<file path="config.mk">
export PLATFORM = sky130hd
export DESIGN_NAME = fp_mant_align
export DESIGN_NICKNAME = d
export VERILOG_FILES = /design/src/rtl/fp_pkg.sv /design/src/rtl/fp_unpack.sv /design/src/rtl/fp_mant_align.sv
export SDC_FILE = /design/constraint.sdc
export NUM_CORES = 1
export LEC_CHECK = 0
export CAP_MARGIN = 20
export CORE_ASPECT_RATIO = 2
export CORE_UTILIZATION = 45
export DETAILED_ROUTE_END_ITERATION = 16
export HOLD_SLACK_MARGIN = 0.06
export MAX_ROUTING_LAYER = met4
export PLACE_DENSITY = 0.75
export SLEW_MARGIN = 20
export SYNTH_ARGS = -nofsm -noshare
export SYNTH_HDL_FRONTEND = slang
export SYNTH_HIERARCHICAL = 1
export SYNTH_SLANG_ARGS = --single-unit
</file>
<file path="constraint.sdc">
create_clock -name clk -period 1.65 [get_ports clk]
set_input_delay 0.33 -clock clk [delete_from_list [all_inputs] [get_ports clk]]
set_output_delay 0.33 -clock clk [all_outputs]
set_load 0.02 [all_outputs]
</file>
<file path="src/rtl/fp_pkg.sv">
// Shared single-precision datapath constants and types.
// Used by the aligner, the normalizer and the mantissa adder.
package fp_pkg;

   localparam int EXP_W     = 8;
   localparam int MANT_W    = 23;
   localparam int ALIGN_MAX = 26;
   localparam int GRS_W     = 3;
   localparam int WORD_W    = 1 + EXP_W + MANT_W;
   localparam int SIG_W     = MANT_W + 1;
   localparam int ALN_W     = SIG_W + GRS_W;
   localparam int CNT_W     = 5;

   typedef enum logic [1:0] {
      IDLE,
      SHIFT,
      DONE
   } align_state_e;

   // One right-shift step; bits leaving [1] fold into the sticky bit [0].
   function automatic logic [ALN_W-1:0] shr_sticky(input logic [ALN_W-1:0] v);
      return {1'b0, v[ALN_W-1:2], v[1] | v[0]};
   endfunction

endpackage

</file>
<file path="src/rtl/fp_unpack.sv">
// Splits a binary32 word into sign, effective exponent and hidden-bit mantissa.
// Denormals read as exponent 1 with a zero hidden bit.
module fp_unpack
   import fp_pkg::*;
(
   input  logic [WORD_W-1:0] word,
   output logic              sign,
   output logic [EXP_W-1:0]  eff_exp,
   output logic [SIG_W-1:0]  mant
);

   logic [EXP_W-1:0] exp_f;
   logic             hidden;

   assign sign    = word[WORD_W-1];
   assign exp_f   = word[WORD_W-2 -: EXP_W];
   assign hidden  = |exp_f;
   assign eff_exp = hidden ? exp_f : EXP_W'(1);
   assign mant    = {hidden, word[MANT_W-1:0]};

endmodule

</file>
<file path="src/rtl/fp_mant_align.sv">
// Serial exponent aligner: shifts the smaller mantissa right one bit per cycle
// until it shares the larger exponent, collecting guard/round/sticky.
module fp_mant_align
   import fp_pkg::*;
(
   input  logic              clk,
   input  logic              rst_n,
   input  logic              in_valid,
   output logic              in_ready,
   input  logic [WORD_W-1:0] a,
   input  logic [WORD_W-1:0] b,
   output logic              out_valid,
   input  logic              out_ready,
   output logic [EXP_W-1:0]  exp_out,
   output logic              sign_big,
   output logic              sign_small,
   output logic [SIG_W-1:0]  mant_big,
   output logic [ALN_W-1:0]  mant_small,
   output logic              swapped
);

   logic             a_sign, b_sign;
   logic [EXP_W-1:0] a_exp, b_exp;
   logic [SIG_W-1:0] a_mant, b_mant;

   fp_unpack u_unpack_a (.word(a), .sign(a_sign), .eff_exp(a_exp), .mant(a_mant));
   fp_unpack u_unpack_b (.word(b), .sign(b_sign), .eff_exp(b_exp), .mant(b_mant));

   // Compare / swap; ties keep a as the big operand.
   logic             a_big;
   logic [EXP_W-1:0] diff;
   logic [CNT_W-1:0] sh_cnt;

   assign a_big  = (a_exp >= b_exp);
   assign diff   = a_big ? (a_exp - b_exp) : (b_exp - a_exp);
   assign sh_cnt = (diff > EXP_W'(ALIGN_MAX)) ? CNT_W'(ALIGN_MAX) : diff[CNT_W-1:0];

   align_state_e     state, state_nxt;
   logic [CNT_W-1:0] cnt;
   logic             load, step;

   always_ff @(posedge clk or negedge rst_n) begin
      if (!rst_n) state <= IDLE;
      else        state <= state_nxt;
   end

   always_comb begin
      state_nxt = state;
      load      = 1'b0;
      step      = 1'b0;
      case (state)
         IDLE: begin
            if (in_valid) begin
               load      = 1'b1;
               state_nxt = (sh_cnt == '0) ? DONE : SHIFT;
            end
         end
         SHIFT: begin
            step = 1'b1;
            if (cnt == CNT_W'(1)) state_nxt = DONE;
         end
         DONE: begin
            if (out_ready) state_nxt = IDLE;
         end
         default: state_nxt = IDLE;
      endcase
   end

   assign in_ready = (state == IDLE);

   always_ff @(posedge clk or negedge rst_n) begin
      if (!rst_n) out_valid <= 1'b0;
      else        out_valid <= (state_nxt == DONE);
   end

   // Data registers only move on acceptance and shift steps, so DONE holds them.
   always_ff @(posedge clk or negedge rst_n) begin
      if (!rst_n) begin
         cnt        <= '0;
         exp_out    <= '0;
         sign_big   <= 1'b0;
         sign_small <= 1'b0;
         mant_big   <= '0;
         mant_small <= '0;
         swapped    <= 1'b0;
      end else if (load) begin
         cnt        <= sh_cnt;
         exp_out    <= a_big ? a_exp : b_exp;
         sign_big   <= a_big ? a_sign : b_sign;
         sign_small <= a_big ? b_sign : a_sign;
         mant_big   <= a_big ? a_mant : b_mant;
         mant_small <= {(a_big ? b_mant : a_mant), GRS_W'(0)};
         swapped    <= ~a_big;
      end else if (step) begin
         cnt        <= cnt - CNT_W'(1);
         mant_small <= shr_sticky(mant_small);
      end
   end

endmodule

</file>
# [Word-level counts from Yosys, hierarchy flattened]
# Index checks and enable logic that the tools add are counted.
[classes] n_addsub=3 multipliers=0 n_div=0 magnitude_cmp=2 eq_ne=4 shift=0 mux=21 n_bitwise=2 n_reduce_logical=5
[op_table] op="$mux W27" count=2
[op_table] op="$mux W24" count=2
[op_table] op="$mux W8" count=4
[op_table] op="$reduce_or A8 Y1" count=2
[op_table] op="$sub A8 B8 Y8" count=2
[op_table] op="$mux W5" count=3
[op_table] op="$ge A8 B8 Y1" count=1
[op_table] op="$gt A8 B5 Y1 const B" count=1
[op_table] op="$mux W2" count=4
[op_table] op="$pmux W2 S3" count=1
[op_table] op="$eq A5 B1 Y1 const B" count=1
[op_table] op="$logic_not A5 Y1" count=1
[op_table] op="$mux W1" count=5
[op_table] op="$sub A5 B1 Y5 const B" count=1
[op_table] op="$eq A2 B2 Y1 const B" count=2
[op_table] op="$eq A2 B1 Y1 const B" count=1
[op_table] op="$logic_not A2 Y1" count=1
[op_table] op="$reduce_bool A2 Y1" count=1
[op_table] op="$not A1 Y1" count=1
[op_table] op="$or A1 B1 Y1" count=1
[word_totals] regBits=70 latchBits=0 mem_bits_rw=0 rom_bits=0 inputBits=68 wordCells=46 mem_count=0

# [Depth between registers and ports, before layout]
[logic_depth] ltp_word=11 depth_mapped=14 ltp_nobuf=13

# [Cells and area by module]
# Netlist, hierarchy kept.
[modules_own_cells] mod="fp_mant_align" n_inst=1 cells_each=519 area_per_inst_um2=4480.5
[modules_own_cells] mod="fp_unpack" n_inst=2 cells_each=36 area_per_inst_um2=246.5

# [Worst setup path after synthesis]
# Ideal clock, no wire load.
[synth_timing] path_type="input port to flip-flop" from="input b[30]" to="register cnt[0]" arrival_ns=3.078 path_slack_ns=-1.564 stages=12 path_buffers=0 cell_sequence="nor4_2 -> a21o_1 -> ha_1 -> inv_1 -> fa_1 -> a211oi_4 -> o21ai_2 -> a2111oi_4 -> nor4_1 -> or4_4 -> a41oi_1 -> a31oi_1"
[synth_between] elab_chain_len=7
[synth_lines] element="start, declared" line="fp_mant_align.sv:11" rtl="input logic [WORD_W-1:0] b,"
[synth_lines] element="$reduce_or A8 Y1 (*)" line="fp_unpack.sv:17" rtl="assign hidden = |exp_f;"
[synth_lines] element="$mux W8 (*)" line="fp_unpack.sv:18" rtl="assign eff_exp = hidden ? exp_f : EXP_W'(1);"
[synth_lines] element="named net b_exp[0]" line="fp_mant_align.sv:23" rtl="logic [EXP_W-1:0] a_exp, b_exp;"
[synth_lines] element="$sub A8 B8 Y8 / $ge A8 B8 Y1 (equally long branches)" line="fp_mant_align.sv:35, fp_mant_align.sv:34"
[synth_lines] element="$mux W8 (*)" line="fp_mant_align.sv:35" rtl="assign diff = a_big ? (a_exp - b_exp) : (b_exp - a_exp);"
[synth_lines] element="$gt A8 B5 Y1" line="fp_mant_align.sv:36" rtl="assign sh_cnt = (diff > EXP_W'(ALIGN_MAX)) ? CNT_W'(ALIGN_MAX) : diff[CNT_W-1:0];"
[synth_lines] element="$mux W5 (*)" line="fp_mant_align.sv:36"
[synth_lines] element="$mux W5 (*)" line="fp_mant_align.sv:86" rtl="end else if (load) begin"
[synth_lines] element="end signal, assigned" line="fp_mant_align.sv:87" rtl="cnt <= sh_cnt;"
[synth_lines] element="end signal, assigned" line="fp_mant_align.sv:95" rtl="cnt <= cnt - CNT_W'(1);"
[synth_lines] element="end, declared" line="fp_mant_align.sv:39" rtl="logic [CNT_W-1:0] cnt;"
# The timed path passes the listed nets; every way through them passes the cells marked *.
# A chain may end at the register's enable or synchronous reset.

# [Worst setup path after layout]
[layout_timing] from="input b[25]" to="register state[0]"
[layout_between] elab_chain_len=10
[layout_lines] element="$reduce_or A8 Y1 (*)" line="fp_unpack.sv:17"
[layout_lines] element="$mux W8 (*)" line="fp_unpack.sv:18"
[layout_lines] element="named net b_exp[0]" line="fp_mant_align.sv:23"
[layout_lines] element="$sub A8 B8 Y8 / $ge A8 B8 Y1 (equally long branches)" line="fp_mant_align.sv:35, fp_mant_align.sv:34"
[layout_lines] element="$mux W8 (*)" line="fp_mant_align.sv:35"
[layout_lines] element="$gt A8 B5 Y1" line="fp_mant_align.sv:36"
[layout_lines] element="$mux W5 (*)" line="fp_mant_align.sv:36"
[layout_lines] element="$logic_not A5 Y1 (*)" line="fp_mant_align.sv:55" rtl="state_nxt = (sh_cnt == '0) ? DONE : SHIFT;"
[layout_lines] element="$mux W2 (*)" line="fp_mant_align.sv:55"
[layout_lines] element="$mux W2 (*)" line="fp_mant_align.sv:53" rtl="if (in_valid) begin"
[layout_lines] element="$pmux W2 S3 (*)" line="fp_mant_align.sv:51" rtl="case (state)"
[layout_lines] element="named net state_nxt[0]" line="fp_mant_align.sv:38" rtl="align_state_e state, state_nxt;"
[layout_lines] element="end signal, assigned" line="fp_mant_align.sv:44" rtl="else state <= state_nxt;"
[layout_lines] element="end, declared" line="fp_mant_align.sv:38"
# Marks and branches as above.

==> impl_metrics.py <==
metrics = {
    "flow_run": {
        "drv_cap": 0,
    },
    "setup_path": {
        "arrival_ps": 3330,
        "critPathRequiredTime_ps": 1850,
        "startpoint": "b[25]",
        "startpoint_type": "input port",
        "cpMaxStageDelayCell": "o31ai_4",
        "crit_path_end_kind": "register",
        "cp-endpoint": "state[0]",
        "r2r_start": "cnt[1]",
        "reg2reg_depth": 5,
        "cpPeakStageDelay_ps": 400,
        "r2r_end": "state[1]",
        "path_cells": "buf_8 > nor4_4 > a21o_1 > ha_2 > inv_2 > fa_2 > a211oi_4 > buf_4 > or4_4 > o31ai_2 > a221o_1 > o31ai_4 > nand3_2 > o2bb2ai_2",
        "path_max_fanout": 6,
        "crit_type": "in2reg",
        "r2r_slack_ps": 30,
    },
    "synthesis": {
        "synth-edff-count": 0,
        "netlist.area_leader.share_pct": 35.22,
        "syn-num-nets": 678,
        "ys_seq_area_share_pct": 35.22,
        "synthTopCellsByArea": "dfrtp_1 (35%), buf_4 (7.5%), nand2_1 (7.1%)",
        "syn_inst": 591,
        "synth_common_cells": "nand2_1 (94), dfrtp_1 (70), buf_4 (50)",
        "synth_most_common_cell": "nand2_1",
        "synth.avg_cell_area_um2": 8.415,
        "ys_seq_elements": 70,
        "syn_area_um2": 4974,
        "ys.flop_type": "dfrtp_1",
        "synth-async-reset-ratio_pct": 100.0,
        "yosysTopAreaCell": "dfrtp_1",
        "ys_types": 63,
        "ys_warn_count": 6,
    },
    "floorplanning": {
        "die_x_um": 76.34,
        "start_util_pct": 46.01,
        "io_pins": 132,
        "core_um2": 10810,
        "fp.dieH_um": 150.7,
        "fp-row-count": 54,
        "die_area_um2": 11500,
    },
    "min_path": {
        "hold_depth": 4,
        "hold_class": "in2reg",
    },
    "clock_network": {
        "cts_buffer_depth": 2,
        "cts_tree": "yes",
        "numCtsBuffers": 9,
        "htreeDepth": 3,
        "clkTransAtPathRegs_ps": 60,
        "cts_num_sinks": 70,
        "clk-insertion-delay-late_ps": 340,
        "cts-root-buf": "clkbuf_16",
    },
    "final_layout": {
        "regArea_um2": 1752,
        "final_nets": 879,
        "final_area_um2": 8152,
        "nFillCells": 661,
        "area_growth_pct": 63.90,
        "drive_gt1_share_pct": 34.67,
        "multi_input_area_um2": 3008,
    },
    "place": {
        "hpwl_um": 11480,
        "place.gp.congestion": 0.8501,
        "io_buffers": 131,
        "place_ws_ps": -2212,
        "placed_area_um2": 6759,
    },
    "sta": {
        "fin_worst_skew_ps": 10.96,
        "final_hold_viol_count": 0,
        "fmax_mhz": 318.7,
        "finalMaxSlewViolations": 0,
        "slew_headroom_pct": 54.37,
        "finalCritPeriodShare_pct": 190.2,
        "worst_slack_ps": -1488,
        "worst_pin_slew_ps": 675.0,
        "period_needed_ps": 3138,
        "timing.hold.ws_ps": 445.5,
        "rsz0062_at_grt": "yes",
        "setup_viol": 67,
    },
    "routing": {
        "vias_per_cell": 5.812,
        "post_drt_wl_per_cell_um": 21.36,
        "drtPass1Iterations": 6,
        "drt_iter0_markers": 426,
        "drc": 0,
        "vias": 5446,
        "routed_wl_um": 20010,
        "drtAntennaViolNets": 0,
    },
    "power_and_ir_drop": {
        "p_total_w": 0.01147,
        "vdd_ir_drop_max_v": 0.0007384,
        "power_density_nw_per_um2": 1407,
        "leakage_nw": 3.991,
    },
    "global_routing": {
        "grt_max_degree": 41,
        "antenna_found_initial": 1,
        "grt_pass1_vias": 5631,
        "grt_pass1_wl_um": 28280,
        "grt-ovfl-total": 0,
        "grt_usage_pct": 33.10,
    },
    "outcome": {
        "violations": "negative setup slack",
        "outcome": "finished with violations",
    },
}
==> report_power, final <==
part	internal (W)	total, W	leakage (nW)	switching (W)
sequential	0.00254	0.00317	0.858	0.000624
combinational	0.00271	0.00625	2.98	0.00354
clock	0.00131	0.00205	0.152	0.000745
==> worst max-delay path: cells and delay by family <==
kind / cells / cell delay, ps
simple gates: 3 / 610
fa+ha+maj: 2 / 570
buf+inv: 3 / 320
compound gates: 6 / 1490
==> layout make-up <==
cell class                      count  share of cell area [%]
Clock inverter                      5                  0.9210
Timing Repair Buffer              289                   34.51
Tap cell                          140                   2.149
Multi-Input combinational cell    396                   36.90
Inverter                           26                   1.197
Clock buffer                       10                   2.809
Antenna cell                        1                 0.03070
Sequential cell                    70                   21.49
==> worst min path at each step <==
stage                     start           end  slack, ps
after floorplan           rst_n        cnt[0]         30
after global placement    rst_n  mant_big[11]        270
after detailed placement  rst_n  mant_big[11]        280
after CTS                 b[29]    exp_out[6]        390
after global routing      b[29]    exp_out[6]        470
final                     b[28]    exp_out[5]        450
==> flip-flops by register name, summed over array words and instances, names as in the netlist <==
| register | cells |
|---|---|
| sign_small | 1 |
| sign_big | 1 |
| cnt | 5 |
| out_valid | 1 |
| exp_out | 8 |
| mant_big | 24 |
| state | 2 |
| mant_small | 27 |
| swapped | 1 |
==> placed cells by master (no fill, tap or decap), types with 3 or more instances in the layout <==
cell             synthesis  routed
a21oi_4                  0       3
mux2i_4                  0       4
nand2_1                 94      93
nand2b_1                 7       7
a211oi_4                 1       6
nor4_1                   3       3
a211oi_2                 0      20
clkdlybuf4s50_1          0      57
buf_12                   0      15
a21oi_1                 21      13
mux2i_1                 32      22
nor2_4                   0       4
nor2_2                   0       3
clkbuf_16                0       9
nor2_1                  28      21
o21ai_0                 43       7
xor2_1                   4       4
o21ai_1                  5      33
and2_1                  24      24
inv_1                   26      24
buf_8                    0       6
buf_16                   0       4
buf_2                    7       7
buf_4                   50     129
mux2i_2                  0       6
dlygate4sd2_1            0      33
buf_6                    3       7
dfrtp_1                 70      70
nand3_1                  6       5
ha_1                    17      15
a21o_1                   3       3
nor3_1                   6       3
dlymetal6s2s_1           1      25
clkinv_2                 0       3
nand4_1                  3       3
o21ai_2                  1       8
a21oi_2                  1       6
a31oi_1                 26      26
==> stage by stage <==
stage,instances,TNS [ps],utilization (%)
6_report,937,-79070,75.41
3_5_place_dp,862,-122060,62.52
5_1_grt,937,-83060,75.41
4_1_cts,933,-74730,72.63
2_1_floorplan,591,-65010,-
3_3_place_gp,862,-119930,62.52
==> kinds of logic after synthesis <==
group           count (synthesis)  synth area share [%]
compound gates                153                 20.45
xor+xnor                        5                0.8805
fa+ha+maj                      19                 5.082
buf+inv                       125                 14.11
flops                          70                 35.22
mux                            33                 6.667
simple gates                  186                 17.59
==> routing by layer <==
| layer | GRT usage (%) | vias up | wire (um) |
|---|---|---|---|
| met5 | - | - | 0 |
| met4 | 24.23 | 0 | 1474 |
| met3 | 5.455 | 121 | 955 |
| met2 | 61.44 | 286 | 10960 |
| met1 | 29.97 | 2645 | 6624 |
| li1 | - | 2394 | - |
==> what timing repair did <==
action	in CTS	in global routing
resized for setup	186	90
setup endpoints to repair	99	93
hold endpoints to repair	12	0
gates cloned	8	0
hold buffers	1	0
pin swaps	41	33
buffers inserted	64	12
Power figures use the tool's default switching activity.
